<file path="src/rtl/bcd_down_counter_pkg.sv">
// Shared BCD digit constants and the digit clamp helper
// for the decade down counter.
package bcd_down_counter_pkg;

   localparam int         BCD_W    = 4;
   localparam logic [3:0] BCD_MAX  = 4'd9;
   localparam logic [3:0] BCD_ZERO = 4'd0;

   function automatic logic [3:0] bcd_clamp(input logic [3:0] d);
      return (d > BCD_MAX) ? BCD_MAX : d;
   endfunction

endpackage

</file>
<file path="src/rtl/bcd_down_counter_digit.sv">
// One BCD decade of the down counter: clamp on load,
// decrement with 0 -> 9 wrap.
module bcd_down_digit
   import bcd_down_counter_pkg::*;
(
   input  logic       clock,
   input  logic       clear_in,
   input  logic       load,
   input  logic [3:0] ld_val,
   input  logic       dec_en,
   output logic [3:0] q,
   output logic       is_zero
);

   logic [3:0] q_q, q_d;

   always_comb begin
      q_d = q_q;
      if (load)
         q_d = bcd_clamp(ld_val);
      else if (dec_en)
         q_d = (q_q == BCD_ZERO) ? BCD_MAX : q_q - 4'd1;
   end

   always_ff @(posedge clock) begin
      if (clear_in)
         q_q <= BCD_ZERO;
      else
         q_q <= q_d;
   end

   assign q       = q_q;
   assign is_zero = (q_q == BCD_ZERO);

endmodule

</file>
<file path="src/rtl/bcd_down_counter.sv">
// Synchronous multi-digit BCD down counter with load and terminal count.
// Define BCD_DOWN_AUTO_RELOAD_EN to reload the last loaded value at zero.
module bcd_down_counter
   import bcd_down_counter_pkg::*;
#(
   parameter int NUM_DIGITS = 2
) (
   input  logic                        clock,
   input  logic                        clear_in,
   input  logic                        enable,
   input  logic                        load,
   input  logic [BCD_W*NUM_DIGITS-1:0] load_value,
   output logic [BCD_W*NUM_DIGITS-1:0] count,
   output logic                        zero,
   output logic                        tc
);

   localparam int W = BCD_W * NUM_DIGITS;

   logic [NUM_DIGITS-1:0] dec_en;
   logic [NUM_DIGITS-1:0] is_zero;
   logic [W-1:0]          ld_val;
   logic                  ld_force;

   assign zero = &is_zero;
   assign tc   = zero & enable & ~load;

`ifdef BCD_DOWN_AUTO_RELOAD_EN
   logic [W-1:0] clamped;
   logic [W-1:0] reload_q, reload_d;

   for (genvar i = 0; i < NUM_DIGITS; i++) begin : g_clamp
      assign clamped[BCD_W*i +: BCD_W] =
         bcd_clamp(load_value[BCD_W*i +: BCD_W]);
   end

   assign reload_d = load ? clamped : reload_q;

   always_ff @(posedge clock) begin
      if (clear_in)
         reload_q <= '0;
      else
         reload_q <= reload_d;
   end

   // Terminal count turns into a forced load of the reload value
   assign ld_force = load | tc;
   assign ld_val   = load ? load_value : reload_q;
`else
   assign ld_force = load;
   assign ld_val   = load_value;
`endif

   for (genvar i = 0; i < NUM_DIGITS; i++) begin : g_dig
      if (i == 0) begin : g_lsd
         assign dec_en[i] = enable;
      end else begin : g_upper
         assign dec_en[i] = dec_en[i-1] & is_zero[i-1];
      end

      bcd_down_digit u_digit (
         .clock    (clock),
         .clear_in (clear_in),
         .load     (ld_force),
         .ld_val   (ld_val[BCD_W*i +: BCD_W]),
         .dec_en   (dec_en[i]),
         .q        (count[BCD_W*i +: BCD_W]),
         .is_zero  (is_zero[i])
      );
   end

endmodule

</file>
<file path="config.mk">
export PLATFORM = sky130hd
export DESIGN_NAME = bcd_down_counter
export DESIGN_NICKNAME = d
export VERILOG_FILES = /design/src/rtl/bcd_down_counter_pkg.sv /design/src/rtl/bcd_down_counter_digit.sv /design/src/rtl/bcd_down_counter.sv
export SDC_FILE = /design/constraint.sdc
export NUM_CORES = 1
export LEC_CHECK = 0
export ABC_AREA = 1
export ABC_CLOCK_PERIOD_IN_PS = 2550
export BUFFER_PORTS_ARGS = -buffer_cell sky130_fd_sc_hd__buf_2
export CORE_AREA = 2 2 39 41
export DETAILED_ROUTE_END_ITERATION = 10
export DIE_AREA = 0 0 41 43
export PLACE_DENSITY = 0.68
export SYNTH_ARGS = -nofsm -noshare
export SYNTH_HDL_FRONTEND = slang
export SYNTH_SLANG_ARGS = --single-unit
</file>
<file path="constraint.sdc">
create_clock -name clock -period 2.55 [get_ports clock]
set_clock_uncertainty 0.1 [all_clocks]
set_input_delay 0.51 -clock clock [delete_from_list [all_inputs] [get_ports clock]]
set_output_delay 0.51 -clock clock [all_outputs]
set_load 0.1 [all_outputs]
</file>
# Word-level counts from Yosys, hierarchy flattened
# Cells that the tools add are included.
# word_totals
reg_bits	8
elab_cells	23
out_inout_bits	10
# classes
n_mux	8
magnitude_cmp	2
bitwise	4
n_reduce_logical	5
addsub	2
# op_table
op	count
4-bit 2-to-1 mux	8
4-bit greater-than comparator, second input constant	2
4-bit logical NOT	2
4-bit by 1-bit subtractor with 4-bit output, second input constant	2
2-bit nonzero test	2
1-bit bitwise AND	3
2-bit AND reduction	1
1-bit inverter	1

# Logic depth before layout (Yosys ltp)
# Gate-level depths: netlist of the first run.
# logic_depth
depth_word	4
depth_mapped	9
depth_no_buf	9

# Hierarchy
# From an unflattened synthesis of the first run, not the netlist that was laid out.
# hier_totals
cells_unflattened	97
hier_area_um2	589.3
# by_module_without_submodules
module	seq_area_each_um2	area_per_inst_um2	instances	cells_per_inst
bcd_down_digit	80.1	281.5	2	45
bcd_down_counter	0.0	26.3	1	7

# Worst setup path before layout of the first run
# Ideal clock, no wire load.
# synth_timing
path_type	reg2out
from	register g_dig[0].u_digit.q_q[0]
to	output port tc
required_time_ns	1.940
setup_slack_ns	-1.989
path_stages_with_launch	4
arrival_ns	3.929
path_cell_list	dfxtp_1 > nor2_4 > nand2_2 > nor4_1
# synth_between
elab_chain_cells	4
# synth_lines
element	line	source
start: declaration	bcd_down_counter_digit.sv:15	logic [3:0] q_q, q_d;
start signal: assignment	bcd_down_counter_digit.sv:29	q_q <= q_d;
4-bit logical NOT	bcd_down_counter_digit.sv:33	assign is_zero = (q_q == BCD_ZERO);
2-bit AND reduction	bcd_down_counter.sv:25	assign zero = &is_zero;
1-bit bitwise AND (2 in series)	bcd_down_counter.sv:26	assign tc = zero & enable & ~load;
end: declaration	bcd_down_counter.sv:15	output logic tc
# No other way between the ends.

# Worst setup path in the final report of the first run
# layout_timing
from	register g_dig[0].u_digit.q_q[2]
to	output port tc
# The elaborated chain is that of the path after synthesis.

==> results.sh, run 1 <==
export IMPL_dp_hpwl_mm=1.02
export IMPL_start_util_pct=39.7
export IMPL_place_area_sq_um=687
export IMPL_grt_max_degree=12
export IMPL_startpoint_type="flop"
export IMPL_drt_initial_drc_count=10
export IMPL_vias_per_cell=4.56
export IMPL_fp_row_count=14
export IMPL_slowest_stage="buf_2"
export IMPL_worstSetupPathType="flop to output pin"
export IMPL_cts_resized=0
export IMPL_ys_seq_area_share_pct=29.2
export IMPL_maxSlewViolCount=0
export IMPL_finalCriticalPeriod_ns=2.18
export IMPL_die_h_um=43
export IMPL_port_buffers=21
export IMPL_fin_area_sq_um=709
export IMPL_num_vias=588
export IMPL_wl_mm=1.24
export IMPL_largest_register_ffs=8
export IMPL_drc_errors=0
export IMPL_status="finished, final reports clean"
export IMPL_syn2layout_area_growth_pct=29.2
export IMPL_drive_gt1_share_pct=32.7
export IMPL_cts_root_buf="clkbuf_4"
export IMPL_antennaDiodeCount=0
export IMPL_worstPathMaxFanout=5
export IMPL_synth_area_sq_um=549
export IMPL_multiInputGateArea_sq_um=360
export IMPL_crit_arrival_ns=1.57
export IMPL_synth_cell_types=19
export IMPL_synth_xor_area_share_pct=1.59
export IMPL_io_pins=22
export IMPL_cts_tree="built"
export IMPL_drtAntennaViolNets=0
export IMPL_clk_pin_slew_ns=0.05
export IMPL_post_cts_buffers=0
export IMPL_syn_avg_cell_area_sq_um=6.10
export IMPL_hold_path_class="primary input to flop"
export IMPL_clock_latency_ns=0.24
export IMPL_cp_slowest_stage_delay_ns=0.46
export IMPL_coreArea_sq_um=1380
export IMPL_drv_cap=0
export IMPL_cp_end_kind="output pin"
export IMPL_cts_hold_buf=0
export IMPL_max_freq_mhz=459
export IMPL_clockBufferDepth=2
export IMPL_synth_compound_area_share_pct=13.0
export IMPL_worst_pin_slew_ns=0.490
export IMPL_die_area_sq_um=1760
export IMPL_synth_adder_area_share_pct=0
export IMPL_tns_ns=0
export IMPL_fillers=158
export IMPL_ys_ff_latch=8
export IMPL_synth_cells=90
export IMPL_final_setup_viol_count=0
export IMPL_hold_viol=0
export IMPL_synth_top_family_by_area="simple AND/OR/NAND/NOR gates"
export IMPL_cts_sinks=8
export IMPL_leakagePower_uw=0.000395
export IMPL_dr_pass1_iters=3
export IMPL_required_ns=1.94
export IMPL_grt_pass1_vias=519
export IMPL_period_share_pct=85.5
export IMPL_pwr_density_cell_nw_per_um2=674
export IMPL_stdcell_count=129
export IMPL_maxSlewHeadroom_pct=67.6
export IMPL_cts_htree_levels=1
export IMPL_die_width_um=41
export IMPL_yosys_area_share_simple_pct=47.8
export IMPL_grt_pass1_wl_mm=2.02
export IMPL_worstPathCellList="nor2_2 > nand2_2 > nor4_4 > buf_2"
export IMPL_ir_worst_vdd_uv=335
export IMPL_ys_warn_count=0
export IMPL_regArea_sq_um=160
export IMPL_synth_mux_area_share_pct=0
export IMPL_synth_nets=102
export IMPL_grt_setup_unrepaired="false"
export IMPL_antenna_found_initial=0
export IMPL_dp_cells=126
export IMPL_layout_nets=127
export IMPL_numCtsBuffers=3
export IMPL_gp_congestion=0.753
export IMPL_overflow=0
export IMPL_wl_per_cell_um=9.64
export IMPL_grt_usage_pct=16.5
-- kinds of logic (layout without fill, tap and decap cells) --
kind of cell              Yosys count  count (layout)
AOI/OAI and AO/OA                  13              13
buffers and inverters              12              35
xor gates and xnor gates            1               1
DFF                                 8               8
and+or+nand+nor                    56              56
-- final timing paths --
path | startpoint | end | slack, ns | depth (start not counted)
setup / recovery | g_dig[0].u_digit.q[2] | tc | 0.37 | 4
hold / removal | clear_in | g_dig[1].u_digit.q[3] | 0.40 | 2
setup reg to reg | g_dig[0].u_digit.q[2] | g_dig[1].u_digit.q[2] | 1.36 | 6
hold reg to reg | g_dig[1].u_digit.q[3] | g_dig[1].u_digit.q[3] | 0.42 | 2
-- metal layers --
metal | up-vias | GRT usage, % | wire length (um)
met5 | - | 0 | 0
met4 | 0 | 10.0 | 10
met3 | 2 | 1.57 | 44
met2 | 11 | 22.5 | 536
met1 | 243 | 24.1 | 652
li1 | 332 | - | -
-- placed cells by master, fill, tap and decap left out --
master and n:
nand2_1 26, buf_2 21, nor2_1 10, inv_1 10, nand3_1 8, dfxtp_1 8, o21ai_0 6, a21oi_1 5
nand2_2 4, nor2_2 3, clkbuf_4 3, nor2_4 1, nor4_4 1, inv_2 1, nand2_4 1, nand3b_1 1
a21boi_0 1, nand3_2 1, a21oi_2 1, xor2_1 1
-- cell usage after synthesis --
| library cell | count | area share, % |
|---|---|---|
| a21boi_0 | 1 | 1.4 |
| nand2_1 | 26 | 18 |
| o21ai_0 | 6 | 5.5 |
| nand2_4 | 1 | 2.0 |
| xor2_1 | 1 | 1.6 |
| a21oi_2 | 1 | 1.6 |
| inv_2 | 1 | 0.68 |
| nor2_4 | 1 | 2.0 |
| buf_2 | 1 | 0.91 |
| nand3_2 | 1 | 1.8 |
| nor2_1 | 11 | 7.5 |
| inv_1 | 10 | 6.8 |
| nand2_2 | 4 | 4.6 |
| nor4_1 | 1 | 1.1 |
| nor2_2 | 2 | 2.3 |
| dfxtp_1 | 8 | 29 |
| a21oi_1 | 5 | 4.6 |
| nand3b_1 | 1 | 1.4 |
| nand3_1 | 8 | 7.3 |
-- cell type report --
cell class              instances  area share, %
clock buffers                   3           3.17
inverters                      11           5.82
multi-input cells              70           50.8
flip-flops and latches          8           22.6
well taps                      16           2.82
repair buffers                 21           14.8
-- critical path: cells and delay by family (launching register included) --
family | cells | cell delay [ns]
flops | 1 | 0.35
simple gates | 3 | 0.52
buf+inv | 1 | 0.46
-- report_power, final --
| part | switching, uW | internal, uW |
|---|---|---|
| sequential | 13.8 | 138 |
| combinational | 187 | 50.4 |
| clock | 35.1 | 53.3 |
-- stage by stage --
step,utilization (%),power (uW),hold slack (ns),worst slack [ns]
after floorplan,-,352,0.472,-0.194
after global placement,49.6,391,0.400,0.542
after detailed placement,49.6,392,0.404,0.526
after CTS,51.3,484,0.389,0.368
after global routing,51.3,508,0.403,0.295
final,51.3,478,0.400,0.369
Power figures use the tool's default switching activity.
==> run 2, diff against run 1 <==
--- a/constraint.sdc
+++ b/constraint.sdc
@@ -3,3 +3,3 @@
 set_input_delay 0.51 -clock clock [delete_from_list [all_inputs] [get_ports clock]]
 set_output_delay 0.51 -clock clock [all_outputs]
-set_load 0.1 [all_outputs]
+set_load 0.05 [all_outputs]
==> results.sh, run 2 (synthesized netlist as in run 1, its figures left out) <==
export IMPL_coreArea_sq_um=1380
export IMPL_dp_hpwl_mm=1.03
export IMPL_drv_cap=0
export IMPL_hold_viol=0
export IMPL_io_pins=22
export IMPL_use_met1_pct=20.5
export IMPL_drive_gt1_share_pct=31.9
export IMPL_clockBufferDepth=2
export IMPL_port_buffers=21
export IMPL_layout_nets=127
export IMPL_cts_root_buf="clkbuf_4"
export IMPL_cp_end_kind="output pin"
export IMPL_drc_errors=0
export IMPL_fp_row_count=14
export IMPL_cts_sinks=8
export IMPL_finalCriticalPeriod_ns=1.97
export IMPL_grt_pass1_vias=507
export IMPL_pwr_density_cell_nw_per_um2=593
export IMPL_largest_register_ffs=8
export IMPL_hold_path_class="primary input to flop"
export IMPL_post_cts_buffers=0
export IMPL_grt_usage_pct=15.8
export IMPL_leakagePower_uw=0.000393
export IMPL_syn2layout_area_growth_pct=27.1
export IMPL_die_h_um=43
export IMPL_startpoint_type="flop"
export IMPL_globalRouteMet3Util_pct=1.57
export IMPL_maxSlewHeadroom_pct=83.2
export IMPL_overflow=0
export IMPL_rrSetupSlack_ns=1.40
export IMPL_grt_max_degree=12
export IMPL_vias_per_cell=4.62
export IMPL_place_area_sq_um=676
export IMPL_wl_per_cell_um=9.70
export IMPL_die_area_sq_um=1760
export IMPL_layout_setup_ws_ns=0.581
export IMPL_required_ns=1.94
export IMPL_worstSetupPathType="flop to output pin"
export IMPL_grt_setup_unrepaired="false"
export IMPL_final_common_cell="nand2_1"
export IMPL_maxSlewViolCount=0
export IMPL_cts_htree_levels=1
export IMPL_cts_hold_buf=0
export IMPL_final_setup_viol_count=0
export IMPL_antenna_found_initial=0
export IMPL_grt_pass1_wl_mm=1.90
export IMPL_dr_pass1_iters=4
export IMPL_worstPathMaxFanout=5
export IMPL_worst_pin_slew_ns=0.254
export IMPL_stdcell_count=129
export IMPL_cts_resized=0
export IMPL_start_util_pct=39.7
export IMPL_status="finished, final reports clean"
export IMPL_grt_use_met2_pct=22.8
export IMPL_whs_path_depth=2
export IMPL_wl_mm=1.25
export IMPL_fin_area_sq_um=698
export IMPL_crit_arrival_ns=1.36
export IMPL_gp_congestion=0.771
export IMPL_drt_initial_drc_count=16
export IMPL_num_vias=596
export IMPL_max_freq_mhz=508
export IMPL_top_usage_layer="met2"
export IMPL_die_width_um=41
export IMPL_reg2reg_depth=6
export IMPL_tns_ns=0
export IMPL_ir_worst_vdd_uv=290
export IMPL_mostFrequentLayoutCells="nand2_1, buf_2, nor2_1"
export IMPL_antennaDiodeCount=0
export IMPL_dp_cells=126
export IMPL_utilization_pct=50.5
export IMPL_clock_latency_ns=0.24
export IMPL_fillers=153
export IMPL_numCtsBuffers=3
export IMPL_cts_tree="built"
export IMPL_drtAntennaViolNets=0
export IMPL_period_share_pct=77.2
export IMPL_dp_slack_ns=0.699
export IMPL_clk_pin_slew_ns=0.05
-- run 2: cell counts in the layout (fill, tap and decap cells not counted) --
No cell type changed its count.
-- run 2: area by class of cell --
class	count	area (sq um)	share of cell area [%]
inverters	11	41.3	5.91
well taps	16	20.0	2.87
flip-flops and latches	8	160	22.9
multi-input cells	70	349	50.0
clock buffers	3	22.5	3.23
repair buffers	21	105	15.1
-- run 2: critical path: stages (launching register included) --
cell     delay [ns]
dfxtp_1        0.34
nor2_2         0.17
nand2_2        0.11
nor4_2         0.20
buf_2          0.29
-- run 2: stage by stage --
stage	hold WS (ns)	total power (uW)
after detailed placement	0.405	327
after global placement	0.398	326
after floorplan	0.472	287
after global routing	0.403	444
final	0.393	414
after CTS	0.382	421
-- run 2: worst paths after layout --
kind	from	endpoint
setup reg to reg	g_dig[0].u_digit.q[2]	g_dig[1].u_digit.q[2]
hold reg to reg	g_dig[1].u_digit.q[3]	g_dig[1].u_digit.q[3]
setup / recovery	g_dig[0].u_digit.q[2]	tc
hold / removal	clear_in	g_dig[1].u_digit.q[3]
-- run 2: report_power, final --
part / internal [uW] / total [uW] / switching [uW] / leakage [uW]
Clock: 53.3 / 88.7 / 35.3 / 0.0000138
Combinational: 49.7 / 173 / 124 / 0.000313
Sequential: 138 / 152 / 13.2 / 0.0000663
Total: 241 / 414 / 172 / 0.000393
-- run 2: metal layers --
metal  part of all wire, %  up-vias
met5                     0        -
met3                   4.2        2
met4                  0.96        0
li1                      -      332
met1                    50      245
met2                    45       17
